**config.mk**
```make
export PLATFORM = sky130hd
export DESIGN_NAME = mult3_stream_sched
export DESIGN_NICKNAME = d
export VERILOG_FILES = /design/src/rtl/mult3_sched_pkg.sv /design/src/rtl/mult3_ack_sync.sv /design/src/rtl/mult3_stream_sched.sv
export SDC_FILE = /design/constraint.sdc
export NUM_CORES = 1
export LEC_CHECK = 0
export ABC_AREA = 1
export CORE_AREA = 3 3 72 88
export DETAILED_ROUTE_END_ITERATION = 8
export DIE_AREA = 0 0 75 91
export GPL_ROUTABILITY_DRIVEN = 0
export PLACE_DENSITY = 0.71
export SLEW_MARGIN = 20
export SYNTH_ARGS = -nofsm -noshare
export SYNTH_HDL_FRONTEND = slang
export SYNTH_SLANG_ARGS = --single-unit
```
**constraint.sdc**
```tcl
create_clock -name clk -period 2 [get_ports clk]
set_input_delay 0.4 -clock clk [delete_from_list [all_inputs] [get_ports clk]]
set_output_delay 0.4 -clock clk [all_outputs]
set_load 0.05 [all_outputs]
```
**src/rtl/mult3_sched_pkg.sv**
```systemverilog
// Shared types and residue arithmetic for the mult-of-3 stream scheduler.
package mult3_sched_pkg;

    localparam int RES_W = 2;

    typedef enum logic [2:0] {
        IDLE,
        SEND,
        ACK,
        RTZ,
        REPORT,
        FLUSH,
        ERR
    } state_e;

    // Residue after appending bit b to a prefix with residue r: (2r + b) mod 3.
    function automatic logic [RES_W-1:0] next_residue(input logic [RES_W-1:0] r, input logic b);
        logic [RES_W:0] t;
        t = {r, b};
        if (t >= 3'd3) t = t - 3'd3;
        return t[RES_W-1:0];
    endfunction

endpackage

```
**src/rtl/mult3_ack_sync.sv**
```systemverilog
// Multi-flop synchroniser for the detector's two asynchronous acknowledge rails.
module mult3_ack_sync #(
    parameter int SYNC_STAGES = 2
) (
    input  logic clk,
    input  logic rst,
    input  logic parity0,
    input  logic parity1,
    output logic sync0,
    output logic sync1
);

    logic [SYNC_STAGES-1:0][1:0] pipe;

    always_ff @(posedge clk or posedge rst) begin
        if (rst) pipe <= '0;
        else     pipe <= {pipe[SYNC_STAGES-2:0], {parity1, parity0}};
    end

    assign sync0 = pipe[SYNC_STAGES-1][0];
    assign sync1 = pipe[SYNC_STAGES-1][1];

endmodule

```
**src/rtl/mult3_stream_sched.sv**
```systemverilog
// Arbitrates two requesters onto one async dual-rail mult-of-3 detector, serialises
// words MSB-first with a four-phase handshake and flushes the detector back to residue 0.
module mult3_stream_sched
    import mult3_sched_pkg::*;
#(
    parameter int WIDTH       = 8,
    parameter int SYNC_STAGES = 2,
    parameter int TIMEOUT     = 255
) (
    input  logic             clk,
    input  logic             rst,
    input  logic [1:0]       req,
    input  logic [WIDTH-1:0] word0,
    input  logic [WIDTH-1:0] word1,
    output logic [1:0]       gnt,
    output logic             busy,
    output logic             done,
    output logic             result,
    output logic             result_id,
    output logic             err,
    output logic             mt_in0,
    output logic             mt_in1,
    input  logic             mt_parity0,
    input  logic             mt_parity1
);

    localparam int CW = $clog2(WIDTH + 1);

    state_e           state, state_d;
    logic [WIDTH-1:0] shreg, flush_pat;
    logic [CW-1:0]    bitcnt;
    logic [RES_W-1:0] res, res_nxt;
    logic [15:0]      tmo;
    logic             rr, gid, last_zero, flushing;
    logic             ack0, ack1, ack_any, tmo_hit, gsel;

    mult3_ack_sync #(.SYNC_STAGES(SYNC_STAGES)) u_sync (
        .clk     (clk),
        .rst     (rst),
        .parity0 (mt_parity0),
        .parity1 (mt_parity1),
        .sync0   (ack0),
        .sync1   (ack1)
    );

    assign ack_any   = ack0 | ack1;
    assign tmo_hit   = (tmo == 16'(TIMEOUT - 1));
    assign res_nxt   = next_residue(res, shreg[WIDTH-1]);
    assign gsel      = (req == 2'b11) ? rr : req[1];
    assign busy      = (state != IDLE);
    assign result    = last_zero;
    assign result_id = gid;

    // Flush bits that walk the residue back to 0: r=1 -> "1", r=2 -> "0","1".
    always_comb begin
        flush_pat          = '0;
        flush_pat[WIDTH-1] = (res == 2'd1);
        flush_pat[WIDTH-2] = (res == 2'd2);
    end

    always_comb begin
        state_d = state;
        case (state)
            IDLE:   if (|req) state_d = SEND;
            SEND:   state_d = ACK;
            ACK: begin
                if (ack_any)      state_d = (ack1 != (res_nxt == '0)) ? ERR : RTZ;
                else if (tmo_hit) state_d = ERR;
            end
            RTZ: begin
                if (!ack_any) begin
                    if (bitcnt != CW'(1)) state_d = SEND;
                    else                  state_d = flushing ? IDLE : REPORT;
                end else if (tmo_hit) begin
                    state_d = ERR;
                end
            end
            REPORT: state_d = (res == '0) ? IDLE : FLUSH;
            FLUSH:  state_d = SEND;
            ERR:    state_d = ERR;
            default: state_d = ERR;
        endcase
    end

    always_ff @(posedge clk or posedge rst) begin
        if (rst) begin
            state     <= IDLE;
            shreg     <= '0;
            bitcnt    <= '0;
            res       <= '0;
            tmo       <= '0;
            rr        <= 1'b0;
            gid       <= 1'b0;
            last_zero <= 1'b0;
            flushing  <= 1'b0;
            gnt       <= '0;
            done      <= 1'b0;
            err       <= 1'b0;
            mt_in0    <= 1'b0;
            mt_in1    <= 1'b0;
        end else begin
            state <= state_d;
            gnt   <= '0;
            done  <= (state_d == REPORT);
            // Phase timer restarts on every state change and saturates otherwise.
            if (state_d != state) tmo <= '0;
            else if (tmo != '1)   tmo <= tmo + 16'd1;
            if (state_d == ERR) err <= 1'b1;

            case (state)
                IDLE: if (|req) begin
                    gnt      <= gsel ? 2'b10 : 2'b01;
                    gid      <= gsel;
                    shreg    <= gsel ? word1 : word0;
                    bitcnt   <= CW'(WIDTH);
                    flushing <= 1'b0;
                    if (&req) rr <= ~rr;
                end
                SEND: begin
                    mt_in1 <= shreg[WIDTH-1];
                    mt_in0 <= ~shreg[WIDTH-1];
                end
                ACK: if (ack_any) begin
                    last_zero <= ack1;
                    res       <= res_nxt;
                    shreg     <= shreg << 1;
                    mt_in0    <= 1'b0;
                    mt_in1    <= 1'b0;
                end
                RTZ: if (!ack_any) bitcnt <= bitcnt - CW'(1);
                FLUSH: begin
                    flushing <= 1'b1;
                    shreg    <= flush_pat;
                    bitcnt   <= (res == 2'd1) ? CW'(1) : CW'(2);
                end
                default: ;
            endcase

            if (state_d == ERR) begin
                mt_in0 <= 1'b0;
                mt_in1 <= 1'b0;
            end
        end
    end

endmodule
```
# Word level (Yosys, flattened, before mapping)
# Cells that the tools add are included.
# word_totals
input_bits,22
rom_bits,0
mem_bits_rw,0
latch_bits,0
regBits,47
elab_cells,90
mem_count,0
# classes
n_mul,0
muxes,31
n_shift,0
div_mod_pow,0
reduce_logical,17
order_cmp,1
n_bitwise,3
n_eq_ne,19
addsub,3
# op_table
cell,n
two-way mux 16 bit,2
two-way mux 3 bit,8
two-way mux 8 bit,3
case mux 8 bit (3 select lines),1
case mux 3 bit (6 select lines),1
"adder 16 x 1 -> 16 bit, second input constant",1
"equality test 16 x 8 -> 1 bit, second input constant",1
"inequality test 16 bit, second input constant",1
"equality test 3 bit, second input constant",4
case mux 4 bit (3 select lines),1
nonzero test 3 bit,4
two-way mux 2 bit,5
two-way mux 4 bit,2
AND reduction 2 bit,4
"equality test 3 x 2 -> 1 bit, second input constant",2
"inequality test 2 bit, second input constant",3
case mux 1 bit (2 select lines),3
AND reduction 3 bit,2
two-way mux 1 bit,5
"equality test 2 bit, second input constant",2
logical NOT 2 bit,2
"inequality test 4 x 1 -> 1 bit, second input constant",1
AND reduction 4 bit,1
nonzero test 2 bit,2
other kinds (12),13

# Logic depth before layout (Yosys ltp)
# Gate-level depths: netlist of run 1.
# depth
depth_word,10
ltp_mapped,15
ltp_nobuf,14

# Hierarchy
# Synthesis of run 1 repeated with hierarchy kept, for this count alone.
# unflattened
cells_unflattened,340
area_unflattened_um2,2640.0
# by_module_without_submodules
module,seq_area_each_um2,n_inst,area_each_um2,cells_per_inst
mult3_stream_sched,1076.0,1,2536.2,335
mult3_ack_sync,100.1,1,103.8,5

# Least setup slack after synthesis of run 1
# Ideal clock, no wire load.
# synth_timing
kind,register to register
start,reg shreg[7]
end,reg tmo[5]
setup_time_ns,0.122
stages_incl_launch_ff,15
required_time_ns,1.878
arrival_ns,1.652
period_less_slack_ns,1.774
setup_slack_ns,0.226
cell_sequence,dfrtp_1 ha_1 nor2_2 nand2_1 nand2_1 nand2_1 nand3_1 nand2_1 nand2_1 nand3_2 nand2_1 nand2_1 nand2_2 buf_6 nor2_2
# synth_via
elab_chain_cells,9
elab_cells_between_ends,11
cone_classes,add/sub (1); order compare (1); eq/ne (2); mux (5); reduce/logical (2)
# synth_rtl
element,line,rtl
from (decl),mult3_stream_sched.sv:30,"logic [WIDTH-1:0] shreg, flush_pat;"
from (signal assigned),mult3_stream_sched.sv:114,shreg <= gsel ? word1 : word0;
from (signal assigned),mult3_stream_sched.sv:126,shreg <= shreg << 1;
from (signal assigned),mult3_stream_sched.sv:133,shreg <= flush_pat;
greater-or-equal comparator 3 x 2 -> 1 bit / subtractor 2 bit (equally long branches),mult3_sched_pkg.sv:20,if (t >= 3'd3) t = t - 3'd3;
two-way mux 2 bit *,mult3_sched_pkg.sv:20,
logical NOT 2 bit *,mult3_stream_sched.sv:67,if (ack_any) state_d = (ack1 != (res_nxt == '0)) ? ERR : RTZ;
inequality test 1 bit *,mult3_stream_sched.sv:67,
two-way mux 3 bit * (2 in series),mult3_stream_sched.sv:67,
case mux 3 bit (6 select lines) *,mult3_stream_sched.sv:63,case (state)
named net state_d[0],mult3_stream_sched.sv:29,"state_e state, state_d;"
inequality test 3 bit *,mult3_stream_sched.sv:106,if (state_d != state) tmo <= '0;
two-way mux 16 bit / nonzero test 2 bit (equally long branches),--,
to (signal assigned),mult3_stream_sched.sv:107,else if (tmo != '1) tmo <= tmo + 16'd1;
to (decl),mult3_stream_sched.sv:33,logic [15:0] tmo;
# Mark *: on every way through the listed nets, which the timed path passes. The rest lies on a longest branch.
# A chain may end at the register's enable or synchronous reset.

# Worst setup path in the final report of run 1
# layout_timing
start,reg mt_in1
end,out mt_in1
# layout_lines
element,line,rtl
from (decl),mult3_stream_sched.sv:22,"output logic mt_in1,"
from (signal assigned),mult3_stream_sched.sv:120,mt_in1 <= shreg[WIDTH-1];
# No word-level cell between the ends.

==> results of run 1 <==
==> cell type report <==
type,count,area (um^2)
flip-flops and latches,47,1180
clock buffers,5,68.8
fillers,517,2220
clock inverters,3,47.5
inverters,47,179
repair buffers,42,425
well taps,64,80.1
multi-input cells,252,1400
==> kinds of logic (layout without fill, tap and decap cells) <==
family | after synthesis | in the layout | synth area share (%)
simple gates | 193 | 194 | 34.6
buf+inv | 53 | 97 | 8.53
flops | 47 | 47 | 42.6
compound gates | 43 | 43 | 8.84
xor+xnor | 10 | 10 | 3.17
fa+ha+maj | 5 | 5 | 2.27
==> cells in the mapped netlist (2+ instances only) <==
library cell               n  share of area, %
sky130_fd_sc_hd__nand4_1   5               1.1
sky130_fd_sc_hd__nand2_2   6               1.4
sky130_fd_sc_hd__nor2_1   54               7.3
sky130_fd_sc_hd__nand2_1  67               9.1
sky130_fd_sc_hd__o21ai_1   2              0.36
sky130_fd_sc_hd__a21oi_1   7               1.3
sky130_fd_sc_hd__o32ai_1   3              0.95
sky130_fd_sc_hd__nor2_8    2               1.5
sky130_fd_sc_hd__inv_1    40               5.4
sky130_fd_sc_hd__nand2_4   4               1.6
sky130_fd_sc_hd__inv_2     6              0.82
sky130_fd_sc_hd__nand3_1  29               5.3
sky130_fd_sc_hd__dfrtp_1  47                43
sky130_fd_sc_hd__nor2_2   14               3.2
sky130_fd_sc_hd__nor2_4    4               1.6
sky130_fd_sc_hd__buf_6     4               1.6
sky130_fd_sc_hd__nand3_2   2              0.73
sky130_fd_sc_hd__ha_1      5               2.3
sky130_fd_sc_hd__xor2_1    9               2.9
sky130_fd_sc_hd__o21ai_0  23               4.2
sky130_fd_sc_hd__a31oi_1   3              0.68
sky130_fd_sc_hd__nor3_1    4              0.73
==> power groups by stage <==
stage               combinational, mW  clock (mW)  sequential (mW)
detailed placement               2.61           0             1.45
finish                           2.68       0.724             1.44
CTS                              2.62       0.743             1.44
floorplan                        1.86           0             1.53
global placement                 2.55           0             1.44
global route                     3.01       0.780             1.47
==> layer usage <==
| layer | track usage (%) | up-vias | part of all wire (%) |
|---|---|---|---|
| met5 | 0 | - | 0 |
| met4 | 5.93 | 0 | 1.2 |
| met3 | 3.43 | 7 | 2.9 |
| met2 | 32.6 | 32 | 55 |
| met1 | 20.7 | 1127 | 41 |
| li1 | - | 1211 | - |
==> worst paths after layout <==
| kind | to | slack (ns) | depth (start not counted) |
|---|---|---|---|
| worst max-delay path | mt_in1 | 0.10 | 1 |
| worst min-delay path | u_sync.sync1 | 0.36 | 0 |
| worst max register to register | tmo[4] | 0.14 | 15 |
| worst min register to register | u_sync.sync1 | 0.36 | 0 |
| max in group asynchronous | state[0] | 1.33 | 3 |
| min in group asynchronous | tmo[3] | 0.42 | 3 |
==> flip-flops by register name, indices dropped and copies added (netlist names), 2 cells and up <==
name         cells
bitcnt           4
gnt              2
res              2
shreg            8
state            3
tmo             16
u_sync.pipe      2
==> timing repair <==
action                                  in CTS  in global routing
gates resized for setup                      0                 13
endpoints found under the setup margin       0                 18
endpoints found under the hold margin        0                  0
buffers inserted                             0                  1
==> per-stage QoR <==
| stage | cell area [um^2] | util, % |
|---|---|---|
| after floorplan | 2760 | - |
| after global placement | 3200 | 57.2 |
| after detailed placement | 3200 | 57.2 |
| after CTS | 3320 | 59.3 |
| after global routing | 3370 | 60.3 |
| final | 3370 | 60.3 |
==> out/results.md, run 1 <==
| Quantity | This run |
|:---|:---|
| Run status | completed |
| Relative contribution of the clock network to total power | 15.0% |
| Capturing element type of the critical path | primary output |
| Worst path buffer plus inverter count | 1 |
| Required time of the worst setup path | 1.60 ns |
| Setup violation total in the final timing report | 0 |
| Accumulated negative setup slack | 0 ns |
| Final antenna-violating net count | 0 |
| Residual overflow from global routing | 0 |
| Port Buffers | 30 |
| Startpoint of the worst hold path | u_sync.pipe[1] |
| Hold crit path type | flop to flop |
| Number of antenna violations at the first check in global routing | 0 |
| Startpoint of the most critical register-to-register path | res[0] |
| Total core area | 0.00559 mm^2 |
| Die width | 75 um |
| Internal power consumption | 2.60 mW |
| Critical path data arrival time | 1.50 ns |
| Final Worst Setup Slack | 0.104 ns |
| CP startpoint | mt_in1 |
| Max cap viols | 0 |
| I/O pin cnt | 31 |
| Share of synthesized registers carrying an async set or reset | 100% |
| Clk_lat worst skew | 0.31 ns |
| Pin slew with the least headroom to its limit | 0.505 ns |
| Final hold slack | 0.357 ns |
| Post-DP HPWL | 4.17 mm |
| Area growth from synthesis to layout | 22.3% |
| Post-layout minimum cycle time | 1.90 ns |
| DIE HEIGHT | 91 um |
| Setup repair after global routing missed its margin | true |
| Switching pwr | 2.24 mW |
| Pwr dens | 1440 mW/mm^2 |
| Power, Total | 4.84 mW |
| Comb pwr share | 55.3% |
| Most frequent standard cell in the layout excluding fill and tap cells | sky130_fd_sc_hd__nand2_1 |
| Total routing usage reported by global routing | 18.1% |
| Static leakage | 1.64 nW |
| Fraction of final layout cells sized beyond drive strength 1 | 19.4% |
| Hold violation count in the final report | 0 |
| Floorplan row count | 30 |
| Crit Path Max Fanout | 2 |
| Pin count of the biggest net entering global routing | 48 |
| Yosys cell types | 33 |
| DRC errors left | 0 |
| Post-detailed-routing wire length | 5.65 mm |
| Most used cells in the layout excluding fill and tap cells | 63 x sky130_fd_sc_hd__nand2_1, 51 x sky130_fd_sc_hd__nor2_1, 46 x sky130_fd_sc_hd__dfrtp_1 |
| Delay of the slowest cell on the worst path | 0.81 ns |
| F_max | 527 MHz |
| Setup CP Type | flop to primary output |
| Placed cell count | 450 |
| Per-cell via count in the routed design | 5.17 |
| Root buffer cell | sky130_fd_sc_hd__clkbuf_8 |
| Cell area after technology mapping | 0.00276 mm^2 |
| Drt first pass iters | 4 |
| Type of origin of the critical path | flop |
| Final net count | 422 |
| Register clock-pin slew on the reported worst setup and hold paths | 0.10 ns |
| Ys flop type | sky130_fd_sc_hd__dfrtp_1 |
| Non-filler instance count after layout | 460 |
| CP top delay family | buffers and inverters |
| Total number of vias | 2377 |
| Gate count after technology mapping | 351 |
| Flip-flop and latch count after synthesis | 47 |
| Placement-stage worst setup slack | -0.0393 ns |
| Initial cell density of the core | 49.3% |
| TritonCTS Buffers | 5 |
| Total clock sinks | 47 |
| Routed wire per std cell | 12.3 um |
| Synthesized area divided by synthesized cell count | 7.86 um^2 |
| Die footprint | 0.00683 mm^2 |
| Final number of max-transition violations | 0 |
| IR drop worst, VDD | 0.682 mV |
| Maximum count of clock buffers along a single path | 2 |
| Initial DRC Count | 91 |
| Final critical-path share of the clock period | 94.8% |
| Slew Limit Headroom | 66.3% |
| H-tree level count | 2 |
| Max Clock Skew | 0.00963 ns |
| First-pass GRT wire length | 9.87 mm |
| Number of enable flip-flop cells after synthesis | 0 |
| CP Cell Sequence | clkdlybuf4s50_1 |
| Via count of the first global-routing pass | 2384 |
| Clock tree from TritonCTS | done |
| Number of hold buffers added after cts | 0 |
| Yosys warning count | 0 |
| Critical Path Slowest Stage Cell | sky130_fd_sc_hd__clkdlybuf4s50_1 |
| N_diodes | 0 |
| Post-synthesis sequential area ratio | 42.6% |
| Switching share of power | 46.3% |
| Synth Net Count | 378 |
| Sequential share of power | 29.7% |
(Power assumes the default switching activity.)
==> run 2, diff against run 1 <==
clock period = 2.26 ns   (was 2 ns; I/O delays follow)
==> out/results.md, run 2 (synthesis results as in run 1) <==
| Quantity | This run | vs previous |
|:---|:---|:---|
| Quantity of gates resized following cts | 0 | unchanged |
| Required time of the worst setup path | 2.46 ns | +0.86 ns |
| Pin slew with the least headroom to its limit | 0.504 ns | -0.000391 ns |
| Type of origin of the critical path | flop |  |
| Routed wire per std cell | 12.2 um | -0.37% |
| Reg-to-reg endpoint | tmo[9] |  |
| Post CTS Setup Buffer Count | 0 | unchanged |
| Max cap viols | 0 | unchanged |
| I/O pin cnt | 31 | unchanged |
| N_diodes | 0 | unchanged |
| Capturing element type of the critical path | flop |  |
| Area growth from synthesis to layout | 17.6% |  |
| Setup violation total in the final timing report | 0 | unchanged |
| Per-cell via count in the routed design | 5.09 | -1.6% |
| Final antenna-violating net count | 0 | unchanged |
| Max Clock Skew | 0.0116 ns | +0.00201 ns |
| Total clock sinks | 47 | unchanged |
| Startpoint of the worst hold path | u_sync.pipe[1] |  |
| Post-layout minimum cycle time | 1.99 ns |  |
| Max FFs per register | 16 | unchanged |
| Most used cells in the layout excluding fill and tap cells | 67 x sky130_fd_sc_hd__nand2_1, 54 x sky130_fd_sc_hd__nor2_1, 47 x sky130_fd_sc_hd__dfrtp_1 |  |
| Fraction of final layout cells sized beyond drive strength 1 | 14.2% | -5.2 points |
| H-tree level count | 2 | unchanged |
| Register clock-pin slew on the reported worst setup and hold paths | 0.09 ns | about the same |
| Final critical-path share of the clock period | 88.3% |  |
| Clk_lat worst skew | 0.30 ns | about the same |
| Accumulated negative setup slack | 0 ns | unchanged |
| IR drop worst, VDD | 0.677 mV | -0.66% |
| Maximum count of clock buffers along a single path | 2 | unchanged |
| Static leakage | 1.58 nW | -3.8% |
| Most frequent standard cell in the layout excluding fill and tap cells | sky130_fd_sc_hd__nand2_1 |  |
| DRC errors left | 0 | unchanged |
| Register bank with the most flops | tmo |  |
| Initial cell density of the core | 49.3% | unchanged |
| Worst reg-to-reg path cell count | 14 | -1 |
| Setup slack of the worst register-to-register path | 0.27 ns | +0.13 ns |
| Die width | 75 um | unchanged |
| Initial DRC Count | 105 | +15% |
| Non-filler instance count after layout | 450 | -2.2% |
| Drt first pass iters | 4 | unchanged |
| Slew Limit Headroom | 66.3% | about the same |
| Number of hold buffers added after cts | 0 | unchanged |
| Setup CP Type | flop to flop |  |
| Final net count | 412 | -2.4% |
| Number of antenna violations at the first check in global routing | 0 | unchanged |
| Run status | completed |  |
| Critical path data arrival time | 2.19 ns | +0.69 ns |
| Min-Delay Path Depth | 0 | unchanged |
| Pwr dens | 1260 mW/mm^2 | -12% |
| Die footprint | 0.00683 mm^2 | unchanged |
| Crit Path Max Fanout | 16 | +14 |
| Port Buffers | 30 | unchanged |
| Final number of max-transition violations | 0 | unchanged |
| Placed cell count | 442 | -1.8% |
| Setup repair after global routing missed its margin | false |  |
| Pin count of the biggest net entering global routing | 48 | unchanged |
| Via count of the first global-routing pass | 2264 | -5.0% |
| Total routing usage reported by global routing | 18.3% | +0.26 points |
| Floorplan row count | 30 | unchanged |
| DIE HEIGHT | 91 um | unchanged |
| Worst min-delay path endpoint | u_sync.sync1 |  |
| Post-DP HPWL | 4.15 mm | -0.36% |
| Hold crit path type | flop to flop |  |
| TritonCTS Buffers | 5 | unchanged |
| F_max | 501 MHz |  |
| Biggest registers after layout | tmo (16), shreg (8), bitcnt (4) |  |
| Hold violation count in the final report | 0 | unchanged |
| Root buffer cell | sky130_fd_sc_hd__clkbuf_8 |  |
| Total number of vias | 2289 | -3.7% |
| Total core area | 0.00559 mm^2 | unchanged |
| Startpoint of the most critical register-to-register path | shreg[7] |  |
| First-pass GRT wire length | 10.1 mm | +2.3% |
| Post-detailed-routing wire length | 5.51 mm | -2.5% |
| Clock tree from TritonCTS | done |  |
| Residual overflow from global routing | 0 | unchanged |
-- run 2: cell count changes in the layout (fill, tap and decap cells not counted), sizes merged --
cell,previous run,this run
buf,13,4
clkinvlp,0,1
clkinv,1,0
nand4,7,6
-- run 2: how the worst max path moves through the flow --
stage | cells past startpoint | endpoint | start
global placement | 12 | tmo[15] | req[1]
CTS | 15 | tmo[9] | shreg[7]
floorplan | 14 | tmo[5] | shreg[7]
global route | 14 | tmo[9] | shreg[7]
detailed placement | 12 | tmo[9] | req[1]
finish | 14 | tmo[9] | shreg[7]
-- run 2: area by class of cell --
type / instances / area [um^2]
clock buffer: 5 / 68.8
inverter: 47 / 179
multi-input combinational: 251 / 1350
tap: 64 / 80.1
clock inverter: 3 / 46.3
timing repair buffer: 33 / 345
fill: 521 / 2350
sequential: 47 / 1180
-- run 2: metal layers --
layer	vias to the layer above	global-route usage [%]	wire [um]
met5	-	0	0
met1	1073	23.3	2410
met4	0	4.01	41
li1	1185	-	-
met3	4	3.21	141
met2	27	31.8	2910
-- run 2: per-stage QoR --
step	area (um^2)	util [%]	hold slack (ns)	total power, mW	setup WS, ns
detailed placement	3130	55.9	0.336	3.50	0.202
floorplan	2760	-	0.331	3.00	0.486
finish	3240	58.0	0.355	4.10	0.266
CTS	3240	58.0	0.359	4.14	0.275
global route	3240	58.0	0.374	4.50	0.107
global placement	3130	55.9	0.332	3.44	0.219
-- run 2: critical path: stages (launching register included) --
cell and delay [ns]:
sky130_fd_sc_hd__dfrtp_1 0.47, sky130_fd_sc_hd__ha_1 0.24, sky130_fd_sc_hd__nor2_2 0.12, sky130_fd_sc_hd__nand2_1 0.09, sky130_fd_sc_hd__nand2_1 0.06, sky130_fd_sc_hd__nand2_1 0.08
sky130_fd_sc_hd__nand3_1 0.14, sky130_fd_sc_hd__nand2_1 0.10, sky130_fd_sc_hd__nand2_1 0.10, sky130_fd_sc_hd__nand3_2 0.08, sky130_fd_sc_hd__nand2_1 0.06, sky130_fd_sc_hd__nand2_1 0.06
sky130_fd_sc_hd__nand2_2 0.08, sky130_fd_sc_hd__buf_12 0.15, sky130_fd_sc_hd__nor2_1 0.06
-- run 2: power by group --
group	switching (mW)	total, mW	internal (mW)
registers	0.204	1.28	1.08
clock network	0.293	0.627	0.333
logic	1.42	2.19	0.769
total	1.91	4.10	2.18
